`config.mk`:
```
export PLATFORM = sky130hd
export DESIGN_NAME = cop_stats_unit_flat
export DESIGN_NICKNAME = d
export VERILOG_FILES = /design/src/rtl/cop_pkg.sv /design/src/rtl/cop_stats_unit_if.sv /design/src/rtl/cop_counter.sv /design/src/rtl/cop_stats_unit.sv /design/src/flat_wrapper.sv
export SDC_FILE = /design/constraint.sdc
export NUM_CORES = 1
export LEC_CHECK = 0
export BUFFER_PORTS_ARGS = -buffer_cell sky130_fd_sc_hd__buf_2
export CORE_ASPECT_RATIO = 1.2
export CORE_MARGIN = 1.5
export CORE_UTILIZATION = 45
export CTS_CLUSTER_SIZE = 25
export DETAILED_ROUTE_END_ITERATION = 16
export PLACE_DENSITY_LB_ADDON = 0.25
export SLEW_MARGIN = 15
export SYNTH_ARGS = -nofsm -noshare
export SYNTH_HDL_FRONTEND = slang
export SYNTH_SLANG_ARGS = --single-unit
```
`constraint.sdc`:
```
create_clock -name CLK -period 2 [get_ports CLK]
set_input_delay 0.4 -clock CLK [delete_from_list [all_inputs] [get_ports CLK]]
set_output_delay 0.4 -clock CLK [all_outputs]
set_load 0.005 [all_outputs]
```
`src/rtl/cop_pkg.sv`:
```
// Shared constants and types for the SMIPS coprocessor stats unit.
package cop_pkg;

   localparam int unsigned DEF_DATA_W     = 32;
   localparam int unsigned DEF_IDX_W      = 5;
   localparam int unsigned DEF_STATS_IDX  = 10;
   localparam int unsigned DEF_CYC_IDX    = 12;
   localparam int unsigned DEF_INST_IDX   = 13;
   localparam int unsigned DEF_FINISH_IDX = 21;
   localparam int unsigned PASS_CODE      = 1;

   typedef struct packed {
      logic [DEF_IDX_W-1:0]  idx;
      logic [DEF_DATA_W-1:0] data;
   } cop_wr_req_t;

endpackage

```
`src/rtl/cop_stats_unit_if.sv`:
```
// mtc0 write / mfc0 read port bundle between the execute stage and the coprocessor.
interface cop_stats_unit_if #(
   parameter int unsigned DATA_W = 32,
   parameter int unsigned IDX_W  = 5
) ();

   logic              write_en;
   logic [IDX_W-1:0]  write_idx;
   logic [DATA_W-1:0] write_data;
   logic              read_en;
   logic [IDX_W-1:0]  read_idx;
   logic [DATA_W-1:0] read_data;
   logic              read_valid;

   modport master (
      output write_en, write_idx, write_data, read_en, read_idx,
      input  read_data, read_valid
   );

   modport slave (
      input  write_en, write_idx, write_data, read_en, read_idx,
      output read_data, read_valid
   );

endinterface

```
`src/rtl/cop_counter.sv`:
```
// Enabled wrapping up-counter with asynchronous active-low reset.
module cop_counter #(
   parameter int unsigned W = 32
) (
   input  logic         CLK,
   input  logic         RST_N,
   input  logic         en,
   output logic [W-1:0] count
);

   always_ff @(posedge CLK or negedge RST_N) begin
      if (!RST_N)  count <= '0;
      else if (en) count <= count + W'(1);
   end

endmodule

```
`src/rtl/cop_stats_unit.sv`:
```
// Coprocessor register unit: stats enable, cycle/instret counters, sticky finish, registered mfc0 read.
// Optional macro COP_SIM_FINISH_EN adds a simulation-only pass/fail report and $finish.
module cop_stats_unit
   import cop_pkg::*;
#(
   parameter int unsigned DATA_W     = DEF_DATA_W,
   parameter int unsigned IDX_W      = DEF_IDX_W,
   parameter int unsigned STATS_IDX  = DEF_STATS_IDX,
   parameter int unsigned CYC_IDX    = DEF_CYC_IDX,
   parameter int unsigned INST_IDX   = DEF_INST_IDX,
   parameter int unsigned FINISH_IDX = DEF_FINISH_IDX
) (
   input  logic              CLK,
   input  logic              RST_N,
   cop_stats_unit_if.slave   bus,
   input  logic              inst_retire,
   output logic              stats_on,
   output logic              finish_valid,
   output logic [DATA_W-1:0] finish_code,
   output logic              passed
);

   localparam logic [IDX_W-1:0] STATS_I  = IDX_W'(STATS_IDX);
   localparam logic [IDX_W-1:0] CYC_I    = IDX_W'(CYC_IDX);
   localparam logic [IDX_W-1:0] INST_I   = IDX_W'(INST_IDX);
   localparam logic [IDX_W-1:0] FINISH_I = IDX_W'(FINISH_IDX);

   logic [DATA_W-1:0] cyc_count;
   logic [DATA_W-1:0] inst_count;
   logic [DATA_W-1:0] rd_mux;

   // Both counters see the pre-write stats_on, so an enable write only affects later cycles.
   cop_counter #(.W(DATA_W)) u_cyc (
      .CLK   (CLK),
      .RST_N (RST_N),
      .en    (stats_on),
      .count (cyc_count)
   );

   cop_counter #(.W(DATA_W)) u_inst (
      .CLK   (CLK),
      .RST_N (RST_N),
      .en    (stats_on && inst_retire),
      .count (inst_count)
   );

   always_ff @(posedge CLK or negedge RST_N) begin
      if (!RST_N) begin
         stats_on     <= 1'b0;
         finish_valid <= 1'b0;
         finish_code  <= '0;
      end else if (bus.write_en) begin
         if (bus.write_idx == STATS_I)
            stats_on <= bus.write_data[0];
         if (bus.write_idx == FINISH_I && !finish_valid) begin
            finish_valid <= 1'b1;
            finish_code  <= bus.write_data;
         end
      end
   end

   assign passed = finish_valid && (finish_code == DATA_W'(PASS_CODE));

   always_comb begin
      rd_mux = '0;
      unique case (bus.read_idx)
         STATS_I:  rd_mux = {{(DATA_W-1){1'b0}}, stats_on};
         CYC_I:    rd_mux = cyc_count;
         INST_I:   rd_mux = inst_count;
         FINISH_I: rd_mux = finish_code;
         default:  rd_mux = '0;
      endcase
   end

   // Read samples pre-update state, so a same-cycle write to the same index returns the old value.
   always_ff @(posedge CLK or negedge RST_N) begin
      if (!RST_N) begin
         bus.read_valid <= 1'b0;
         bus.read_data  <= '0;
      end else begin
         bus.read_valid <= bus.read_en;
         if (bus.read_en)
            bus.read_data <= rd_mux;
      end
   end

`ifdef COP_SIM_FINISH_EN
   logic sim_reported;

   always @(negedge CLK or negedge RST_N) begin
      if (!RST_N) begin
         sim_reported <= 1'b0;
      end else if (finish_valid && !sim_reported) begin
         sim_reported <= 1'b1;
         if (passed) $display("Passed");
         else        $display("Failed");
         case (finish_code[1:0])
            2'd0:    $finish(0);
            2'd1:    $finish(1);
            default: $finish(2);
         endcase
      end
   end
`endif

endmodule
```
`src/flat_wrapper.sv`:
```
// flat-port wrapper written by rule: the top's interface ports become plain ports
module cop_stats_unit_flat import cop_pkg::*;
#(
   parameter int unsigned DATA_W     = DEF_DATA_W,
   parameter int unsigned IDX_W      = DEF_IDX_W,
   parameter int unsigned STATS_IDX  = DEF_STATS_IDX,
   parameter int unsigned CYC_IDX    = DEF_CYC_IDX,
   parameter int unsigned INST_IDX   = DEF_INST_IDX,
   parameter int unsigned FINISH_IDX = DEF_FINISH_IDX
)
  (CLK, RST_N, inst_retire, stats_on, finish_valid, finish_code, passed, bus_write_en, bus_write_idx, bus_write_data, bus_read_en, bus_read_idx, bus_read_data, bus_read_valid);
  cop_stats_unit_if #(.DATA_W(DATA_W), .IDX_W(IDX_W)) bus_i ();
  input  logic CLK;
  input  logic RST_N;
  input  logic inst_retire;
  output logic stats_on;
  output logic finish_valid;
  output logic [DATA_W-1:0] finish_code;
  output logic passed;
  input wire logic [$bits(bus_i.write_en)-1:0] bus_write_en;
  input wire logic [$bits(bus_i.write_idx)-1:0] bus_write_idx;
  input wire logic [$bits(bus_i.write_data)-1:0] bus_write_data;
  input wire logic [$bits(bus_i.read_en)-1:0] bus_read_en;
  input wire logic [$bits(bus_i.read_idx)-1:0] bus_read_idx;
  output wire logic [$bits(bus_i.read_data)-1:0] bus_read_data;
  output wire logic [$bits(bus_i.read_valid)-1:0] bus_read_valid;
  assign bus_i.write_en = bus_write_en;
  assign bus_i.write_idx = bus_write_idx;
  assign bus_i.write_data = bus_write_data;
  assign bus_i.read_en = bus_read_en;
  assign bus_i.read_idx = bus_read_idx;
  assign bus_read_data = bus_i.read_data;
  assign bus_read_valid = bus_i.read_valid;
  cop_stats_unit #(.DATA_W(DATA_W), .IDX_W(IDX_W), .STATS_IDX(STATS_IDX), .CYC_IDX(CYC_IDX), .INST_IDX(INST_IDX), .FINISH_IDX(FINISH_IDX)) u_core (.CLK(CLK), .RST_N(RST_N), .bus(bus_i), .inst_retire(inst_retire), .stats_on(stats_on), .finish_valid(finish_valid), .finish_code(finish_code), .passed(passed));
endmodule
```
==> flow_metrics.env, run 1 <==
export IMPL_fin_crit_sh=1.06
export IMPL_end_kind="output port"
export IMPL_syn_avg_cell_area_um2=11.8
export IMPL_status="finished with violations"
export IMPL_yosys_top_cells_area="dfrtp_1 (55%), mux2_2 (6.7%), xnor2_1 (5.8%), a222oi_1 (5.2%), xor2_1 (3.4%)"
export IMPL_finalSetupTns_ps=-128
export IMPL_io_buffer_count=114
export IMPL_synth_edff_count=0
export IMPL_min_period_ps=2130
export IMPL_finalHoldViolCount=0
export IMPL_cp_arrival_ps=1730
export IMPL_rows=45
export IMPL_htreeDepth=4
export IMPL_pin_count=115
export IMPL_layout_setup_ws_ps=-128
export IMPL_synth_flop_cell="dfrtp_1"
export IMPL_yosys_warnings=0
export IMPL_via_per_inst=5.76
export IMPL_grt_max_degree=87
export IMPL_clock_power_share=0.439
export IMPL_synth_top_cell_area_share=0.554
export IMPL_failed_checks="negative setup slack"
export IMPL_chipHeight_um=129
export IMPL_grt_overflow=0
export IMPL_wire_per_inst_um=18.9
export IMPL_final_max_slew_violation_count=0
export IMPL_relSlewSlack=0.654
export IMPL_ys_seq_area_frac=0.554
export IMPL_die_area_um2=13900
export IMPL_die_w_um=108
export IMPL_peakVddDrop_mv=0.567
export IMPL_synth_area_um2=5920
export IMPL_ant_nets=0
export IMPL_drt_initial_drc_count=462
export IMPL_fp_coreArea_um2=12700
export IMPL_hold_path_class="input port to register"
export IMPL_combPwrFrac=0.121
export IMPL_regArea_um2=3280
export IMPL_vias=4732
export IMPL_layout_nets=694
export IMPL_postSynth_asyncResetShare=1.00
export IMPL_clkLatencyLatePin_ps=420
export IMPL_cp_cell_sequence="nor4_2 -> nand4_1 -> nor3_2 -> buf_2"
export IMPL_area_growth_pct=28.8
export IMPL_slowest_delay_ps=410
export IMPL_slowest_stage="dfrtp_1"
export IMPL_antenna_cells=0
export IMPL_cts_root_buf="clkbuf_16"
export IMPL_firstDrtPassIters=6
export IMPL_crit_type="register to output port"
export IMPL_cp_max_fo=2
export IMPL_p_leak_nw=3.54
export IMPL_multi_input_area_um2=2450
export IMPL_power_density_nw_per_um2=953
export IMPL_fillers=1107
export IMPL_track_usage=0.239
export IMPL_drt_total_wl_um=15500
export IMPL_synth_distinct_cells=39
export IMPL_tritoncts="done"
export IMPL_syn_inst=503
export IMPL_drv_cap=0
export IMPL_yosysTopAreaCell="dfrtp_1"
export IMPL_place_hpwl_um=10700
export IMPL_cts_buffers=17
export IMPL_clkSinkCount=131
export IMPL_clkSlewWorstSetupHoldPaths_ps=60
export IMPL_synth_fp_nets=552
export IMPL_drive_gt1_frac=0.366
export IMPL_floorplan_initialDensity=0.465
export IMPL_grt_pass1_wl_um=25200
export IMPL_grt_pass1_vias=4929
export IMPL_worst_slew_pin_slew_ps=515
export IMPL_switching_power_w=0.00182
export IMPL_ys_seq_elements=131
export IMPL_p_sw_frac=0.251
export IMPL_worst_hold_slack_ps=211
export IMPL_timing_fmax_mhz=470
export IMPL_power_frac_seq=0.440
export IMPL_dp_slack_ps=132
export IMPL_setup_viol=1
export IMPL_intPower_w=0.00544
export IMPL_rsz0062_at_grt="true"
export IMPL_drc=0
export IMPL_clockBufferDepth=2
export IMPL_final_util=0.599
export IMPL_place_gp_congestion=0.849
export IMPL_critPathLaunchType="register"
export IMPL_worst_endpoint_required_ps=1600
export IMPL_skew_ps=9.98
export IMPL_antenna_found_initial=0
export IMPL_finalPower_w=0.00727
==> routing by layer <==
metal	global-route usage	share of wire	up-vias
met5	0	0	-
met4	0.108	0.023	0
met3	0.0441	0.057	28
met2	0.401	0.51	179
met1	0.301	0.41	2380
li1	-	-	2145
==> cells in the final DEF (no fill, tap or decap), types with 10 or more instances in the layout <==
cell	synthesis	layout
nand2_1	17	17
buf_2	4	113
inv_1	43	43
buf_4	2	26
clkbuf_16	0	17
xnor2_1	39	39
mux2_2	35	35
nand3_1	22	22
a222oi_1	31	31
and3_1	10	10
o22ai_1	32	32
xor2_1	23	23
nor2_1	13	13
nand4_1	20	20
dfrtp_1	131	128
==> state kept, by name, summed over array words and instances (netlist names) <==
name / flops
u_core.finish_code: 32
u_core.bus.read_valid: 1
u_core.u_cyc.count: 32
u_core.bus.read_data: 32
u_core.u_inst.count: 32
u_core.finish_valid: 1
u_core.stats_on: 1
==> path summary, 6_finish.rpt <==
check                                            start                     end  slack (ps)  cells after the start
worst max-delay path            u_core.finish_code[21]                  passed        -130                      4
worst min-delay path                bus_write_data[11]  u_core.finish_code[11]         210                      2
worst max register to register   u_core.u_cyc.count[1]  u_core.u_cyc.count[16]         100                      6
worst min register to register  u_core.u_cyc.count[31]  u_core.u_cyc.count[31]         490                      1
max in group asynchronous                        RST_N  u_core.u_cyc.count[18]        1030                      3
min in group asynchronous                        RST_N   u_core.bus.read_valid         510                      3
==> final cells by class <==
type | instances | area share
Sequential cell | 131 | 0.430
Multi-Input combinational cell | 305 | 0.322
Timing Repair Buffer | 147 | 0.119
Clock buffer | 22 | 0.0635
Tap cell | 164 | 0.0269
Inverter | 43 | 0.0212
Clock inverter | 10 | 0.0169
==> cells by family after synthesis <==
family / count (synthesis) / share of synthesized area
buffers and inverters: 67 / 0.0459
and+or+nand+nor: 139 / 0.147
DFF: 131 / 0.554
xor gates and xnor gates: 62 / 0.0918
adders and majority gates: 2 / 0.00423
AOI/OAI and AO/OA: 67 / 0.0903
muxes: 35 / 0.0666
==> worst max-delay path, delay by kind of cell, from the launching register on <==
kind / cells / cell delay [ps]
buffers and inverters: 1 / 140
flip-flops: 1 / 410
AND/OR/NAND/NOR: 3 / 760
==> power by group through the flow <==
stage               logic (W)  registers [W]  clock network (W)
detailed placement   0.000835        0.00321                  0
global placement     0.000809        0.00319                  0
finish               0.000881        0.00319            0.00319
global route         0.000973        0.00322            0.00334
floorplan            0.000365        0.00315                  0
CTS                  0.000893        0.00318            0.00323
==> timing repair <==
action | 4_1_cts | 5_1_grt
hold buffers | 1 | 0
setup endpoints to repair | 1 | 1
hold endpoints to repair | 45 | 0
buffers inserted | 3 | 0
gates resized for setup | 10 | 2
pin swaps | 5 | 2
==> synth_stat cells, types with 2 or more instances <==
cell type,count
mux2_2,35
nor3_1,12
nand2_1,17
xor2_1,23
xnor2_1,39
nor2_1,13
buf_4,2
nor4_1,9
ha_1,2
nor3_2,6
nand3_1,22
nor4_2,3
clkbuf_1,16
a222oi_1,31
nand2b_1,2
a21oi_1,2
buf_2,4
dfrtp_1,131
nand4_1,20
or3_1,3
and3_1,10
inv_1,43
nor4_4,2
nand4b_1,2
nand3b_1,4
nor3b_1,2
and4_1,5
o22ai_1,32
==> stage by stage <==
step                      cells  instance area, um2
final                       822                7620
after global routing        822                7620
after CTS                   822                7610
after detailed placement    786                6920
after global placement      786                6920
after floorplan             503                5920
Power figures use the tool's default switching activity.
==> run 2: changes to the inputs <==
--- a/config.mk
+++ b/config.mk
@@ -12,7 +12,9 @@
 export CTS_CLUSTER_SIZE = 25
 export DETAILED_ROUTE_END_ITERATION = 16
 export PLACE_DENSITY_LB_ADDON = 0.25
+export SKIP_CTS_REPAIR_TIMING = 1
 export SLEW_MARGIN = 15
 export SYNTH_ARGS = -nofsm -noshare
 export SYNTH_HDL_FRONTEND = slang
+export SYNTH_HIERARCHICAL = 1
 export SYNTH_SLANG_ARGS = --single-unit
==> run 2 against run 1 <==
  * The run still ends with negative setup slack left
  * Worst hold slack got worse by 30 ps
  * Synthesized cell count increased by 4.8%
  * Sequential power up 2%
  * Clock power fell by 3%
  * Synthesized area is 10% higher
  * Total power down 0.14%
  * Global-route usage is 0.82 points lower
  * Combinational power grew 0.8%
  * Register-to-register slack got worse by 40 ps
  * Setup slack better by 40 ps
==> flow_metrics.env, run 2 <==
export IMPL_status="finished with violations"
export IMPL_failed_checks="negative setup slack"
export IMPL_syn_inst=527
export IMPL_critPathLaunchType="register"
export IMPL_vias=4935
export IMPL_min_to="u_core/bus.read_valid"
export IMPL_highest_layer="met4"
export IMPL_rows=48
export IMPL_crit_type="register to output port"
export IMPL_r2r_start="u_core/stats_on"
export IMPL_firstDrtPassIters=5
export IMPL_grt_pass1_wl_um=27000
export IMPL_worst_endpoint_required_ps=1600
export IMPL_postSynth_asyncResetShare=1.00
export IMPL_track_usage=0.231
export IMPL_synth_edff_count=0
export IMPL_yosys_warnings=6
export IMPL_mostFrequentLayoutCells="dfrtp_1 (127), buf_2 (113), and3_1 (41)"
export IMPL_antenna_cells=0
export IMPL_synth_distinct_cells=47
export IMPL_worst_slew_pin_slew_ps=560
export IMPL_tritoncts="done"
export IMPL_p_leak_nw=3.85
export IMPL_ant_nets=0
export IMPL_yosys_top_cells_area="dfrtp_1 (50%), a221oi_2 (6.9%), o22ai_2 (5.7%), mux2_2 (5.7%), xnor2_1 (5.1%)"
export IMPL_dpl_cell_count=818
export IMPL_finalPower_w=0.00726
export IMPL_pin_count=115
export IMPL_via_per_inst=5.79
export IMPL_drc=0
export IMPL_grt_overflow=0
export IMPL_floorplan_initialDensity=0.457
export IMPL_layout_nets=715
export IMPL_clkSlewWorstSetupHoldPaths_ps=60
export IMPL_grt_pass1_vias=5053
export IMPL_r2r_end="u_core/u_inst/count[24]"
export IMPL_syn_avg_cell_area_um2=12.4
export IMPL_area_growth_pct=24.0
export IMPL_cp_max_fo=3
export IMPL_finalHoldViolCount=0
export IMPL_final_max_slew_violation_count=0
export IMPL_clockBufferDepth=2
export IMPL_drv_cap=0
export IMPL_clkSinkCount=131
export IMPL_place_hpwl_um=12000
export IMPL_hold_depth=1
export IMPL_clkLatencyLatePin_ps=410
export IMPL_layout_commonest_cell="dfrtp_1"
export IMPL_synth_top_cell_area_share=0.502
export IMPL_hold_path_class="input port to register"
export IMPL_fp_coreArea_um2=14300
export IMPL_drive_gt1_frac=0.427
export IMPL_yosysTopAreaCell="dfrtp_1"
export IMPL_drt_initial_drc_count=424
export IMPL_synth_flop_cell="dfrtp_1"
export IMPL_ys_seq_elements=131
export IMPL_power_density_nw_per_um2=896
export IMPL_chipHeight_um=135
export IMPL_synth_area_um2=6530
export IMPL_yosysMostFrequentCell="dfrtp_1"
export IMPL_drt_met1_wl_um=7380
export IMPL_min_period_ps=2090
export IMPL_end_kind="output port"
export IMPL_synth_fp_nets=576
export IMPL_cp_arrival_ps=1690
export IMPL_synth_top_cells_by_count="dfrtp_1 (131), and3_1 (41), xnor2_1 (38)"
export IMPL_htreeDepth=4
export IMPL_wl_met3_um=815
export IMPL_fillers=1201
export IMPL_skew_ps=7.11
export IMPL_hold_start="bus_read_en"
export IMPL_reg2reg_slack_ps=60
export IMPL_timing_fmax_mhz=479
export IMPL_relSlewSlack=0.626
export IMPL_layout_setup_ws_ps=-87.7
export IMPL_io_buffer_count=114
export IMPL_finalNonFillerCells=852
export IMPL_cts_buffers=17
export IMPL_die_area_um2=15200
export IMPL_setup_viol=1
export IMPL_place_gp_congestion=0.840
export IMPL_rsz0062_at_grt="true"
export IMPL_die_w_um=113
export IMPL_drt_total_wl_um=17000
export IMPL_ys_seq_area_frac=0.502
export IMPL_peakVddDrop_mv=0.451
export IMPL_wire_per_inst_um=19.9
export IMPL_fin_crit_sh=1.04
export IMPL_grt_max_degree=41
export IMPL_final_util=0.567
export IMPL_dr_wl_met2_um=8400
export IMPL_antenna_found_initial=0
export IMPL_reg2regPathDepth=6
export IMPL_cts_root_buf="clkbuf_16"
run 2: cell count changes after synthesis, moves of 3 or more:
cell      delta
o22ai_2     +30
nor3_2       -6
buf_6        +6
o22ai_1     -30
a221oi_2    +30
and3_1      +31
and2_1       +4
nor4_1       +4
inv_1        -7
nor2_1       -6
a222oi_1    -31
clkbuf_1     -6
nand2_1      +3
nand3_1      -4
run 2: cell families after synthesis:
logic type / count (synthesis) / share of synthesized area
XOR/XNOR: 62 / 0.0831
AO/OA/AOI/OAI: 67 / 0.134
multiplexers: 35 / 0.0603
buffers and inverters: 59 / 0.0466
AND/OR/NAND/NOR: 171 / 0.171
flip-flops: 131 / 0.502
adder cells (fa/ha/maj): 2 / 0.00383
run 2: critical path, stage by stage (launching register included):
cell and delay [ps]:
dfrtp_2 440, nor4_4 330, buf_4 160, nand4_1 90
nor3_2 120, buf_2 140
run 2: area by class of cell:
type | count | area (um2) | area share
Clock buffer | 26 | 519 | 0.0641
Clock inverter | 4 | 70.1 | 0.00865
Inverter | 36 | 135 | 0.0167
Multi-Input combinational cell | 337 | 3020 | 0.372
Sequential cell | 131 | 3280 | 0.405
Tap cell | 175 | 219 | 0.0270
Timing Repair Buffer | 143 | 856 | 0.106
run 2: how the worst max path moves through the flow:
stage | start | depth (start not counted) | end
floorplan | u_core/stats_on | 5 | u_core/u_inst/count[23]
finish | u_core/finish_code[23] | 5 | passed
detailed placement | inst_retire | 6 | u_core/u_inst/count[23]
global placement | u_core/finish_code[31] | 5 | passed
CTS | u_core/finish_code[31] | 5 | passed
global route | u_core/finish_code[23] | 5 | passed
run 2: metrics by stage:
stage	instance area, um2	hold slack [ps]	setup TNS [ps]	setup WS, ps
finish	8100	181	-87.7	-87.7
global route	8100	162	-167	-152
CTS	8010	-51.6	-329	-329
detailed placement	7420	389	0	61.1
global placement	7420	388	0	37.0
floorplan	6530	104	0	42.5
run 2: per-layer routing:
metal	GRT usage	up-vias
met4	0.101	0
li1	-	2241
met1	0.300	2491
met3	0.0458	32
met5	0	-
met2	0.376	171
run 2: where the power goes:
part	leakage (nW)	switching (W)	total [W]	internal (W)
logic	1.79	0.000413	0.000888	0.000476
registers	1.76	0.000368	0.00326	0.00289
clock network	0.292	0.00109	0.00311	0.00202
total	3.85	0.00187	0.00726	0.00539
==> run 3: changes to the inputs <==
--- a/config.mk
+++ b/config.mk
@@ -5,7 +5,7 @@
 export SDC_FILE = /design/constraint.sdc
 export NUM_CORES = 1
 export LEC_CHECK = 0
-export BUFFER_PORTS_ARGS = -buffer_cell sky130_fd_sc_hd__buf_2
+export BUFFER_PORTS_ARGS = -buffer_cell sky130_fd_sc_hd__buf_4
 export CORE_ASPECT_RATIO = 1.2
 export CORE_MARGIN = 1.5
 export CORE_UTILIZATION = 45
==> run 3 against run 2 <==
  * The run still ends with negative setup slack left
  * First-iteration DRC count decreased by 20%
  * Flip-flop and latch count unchanged
  * Wire length decreased by 2.2%
  * Critical endpoint unchanged
  * Largest power group unchanged
==> flow_metrics.env, run 3 (synthesis gave the netlist of run 2 again) <==
export IMPL_skew_ps=9.76
export IMPL_cp_max_fo=3
export IMPL_drive_gt1_frac=0.422
export IMPL_io_buffer_count=114
export IMPL_drv_cap=0
export IMPL_tritoncts="done"
export IMPL_finalHoldViolCount=0
export IMPL_peakVddDrop_mv=0.580
export IMPL_layout_nets=715
export IMPL_die_w_um=113
export IMPL_finalSetupTns_ps=-74.6
export IMPL_dpl_cell_area_um2=7680
export IMPL_grt_max_degree=65
export IMPL_failed_checks="negative setup slack"
export IMPL_track_usage=0.228
export IMPL_worst_endpoint_required_ps=1600
export IMPL_rsz0062_at_grt="true"
export IMPL_layout_setup_ws_ps=-74.6
export IMPL_wl_met3_um=805
export IMPL_worst_slew_pin_slew_ps=544
export IMPL_fp_coreArea_um2=14300
export IMPL_antenna_found_initial=0
export IMPL_crit_type="register to output port"
export IMPL_rows=48
export IMPL_cts_buffers=17
export IMPL_grt_pass1_wl_um=26400
export IMPL_clkSinkCount=131
export IMPL_ant_nets=0
export IMPL_drt_initial_drc_count=341
export IMPL_chipHeight_um=135
export IMPL_htreeDepth=4
export IMPL_clkLatencyLatePin_ps=420
export IMPL_design_area_um2=8330
export IMPL_area_growth_pct=27.6
export IMPL_min_period_ps=2070
export IMPL_floorplan_initialDensity=0.457
export IMPL_cts_root_buf="clkbuf_16"
export IMPL_vias=4784
export IMPL_place_hpwl_um=12000
export IMPL_highest_layer="met4"
export IMPL_setup_viol=1
export IMPL_fin_crit_sh=1.04
export IMPL_firstDrtPassIters=5
export IMPL_die_area_um2=15200
export IMPL_clockBufferDepth=2
export IMPL_power_density_nw_per_um2=857
export IMPL_hold_path_class="input port to register"
export IMPL_status="finished with violations"
export IMPL_end_kind="output port"
export IMPL_timing_fmax_mhz=482
export IMPL_relSlewSlack=0.635
export IMPL_dr_wl_met2_um=8130
export IMPL_p_leak_nw=3.86
export IMPL_grt_overflow=0
export IMPL_critPathLaunchType="register"
export IMPL_drc=0
export IMPL_fillers=1213
export IMPL_clkSlewWorstSetupHoldPaths_ps=50
export IMPL_drt_total_wl_um=16600
export IMPL_wire_per_inst_um=19.5
export IMPL_mostFrequentLayoutCells="buf_4 (137), dfrtp_1 (130), and3_1 (41)"
export IMPL_cp_arrival_ps=1670
export IMPL_final_max_slew_violation_count=0
export IMPL_place_gp_congestion=0.854
export IMPL_antenna_cells=0
export IMPL_drt_met1_wl_um=7130
export IMPL_grt_pass1_vias=4892
export IMPL_pin_count=115
export IMPL_via_per_inst=5.62
export IMPL_layout_commonest_cell="buf_4"
==> run 3: stage by stage <==
stage / hold slack [ps] / utilization / power (W) / setup slack (ps) / std cells
2_1_floorplan: 104 / - / 0.00361 / 42.5 / 527
3_3_place_gp: 288 / 0.537 / 0.00416 / 141 / 815
3_5_place_dp: 287 / 0.537 / 0.00420 / 68.7 / 815
4_1_cts: -164 / 0.576 / 0.00716 / -181 / 845
5_1_grt: 198 / 0.583 / 0.00747 / -145 / 852
6_report: 195 / 0.583 / 0.00714 / -74.6 / 852
==> run 3: where the power goes <==
part | internal (W) | leakage (nW) | switching [W]
combinational | 0.000572 | 1.82 | 0.000401
sequential | 0.00289 | 1.77 | 0.000357
clock | 0.00185 | 0.272 | 0.00107
==> run 3: per-layer routing <==
layer  vias up  global-route usage
li1       2232                   -
met3        31              0.0480
met2       159               0.365
met5         -                   0
met4         0               0.118
met1      2362               0.295
==> run 3: worst paths after layout <==
| check | from | end | slack [ps] | depth (start not counted) |
|---|---|---|---|---|
| min in group asynchronous | RST_N | u_core/u_cyc/count[1] | 400 | 2 |
| setup / recovery | u_core/finish_code[6] | passed | -70 | 5 |
| hold / removal | bus_write_data[15] | u_core/finish_code[15] | 200 | 2 |
| max in group asynchronous | RST_N | u_core/u_cyc/count[29] | 990 | 3 |
| hold reg to reg | u_core/u_inst/count[31] | u_core/u_inst/count[31] | 500 | 1 |
| setup reg to reg | u_core/stats_on | u_core/u_cyc/count[23] | 140 | 5 |
==> run 3: critical path: stages (launching register included) <==
cell and delay, ps:
dfrtp_1 420, nor4b_2 270, buf_4 160, nand4_1 100, nor3_2 180, buf_4 130
==> run 3: final cells by class <==
type                            count  area, um2  area share
Sequential cell                   131       3280       0.394
Multi-Input combinational cell    337       3000       0.361
Timing Repair Buffer              143       1140       0.137
Clock buffer                       26        509      0.0611
Tap cell                          175        219      0.0263
Inverter                           36        135      0.0162
Clock inverter                      4       47.5     0.00571
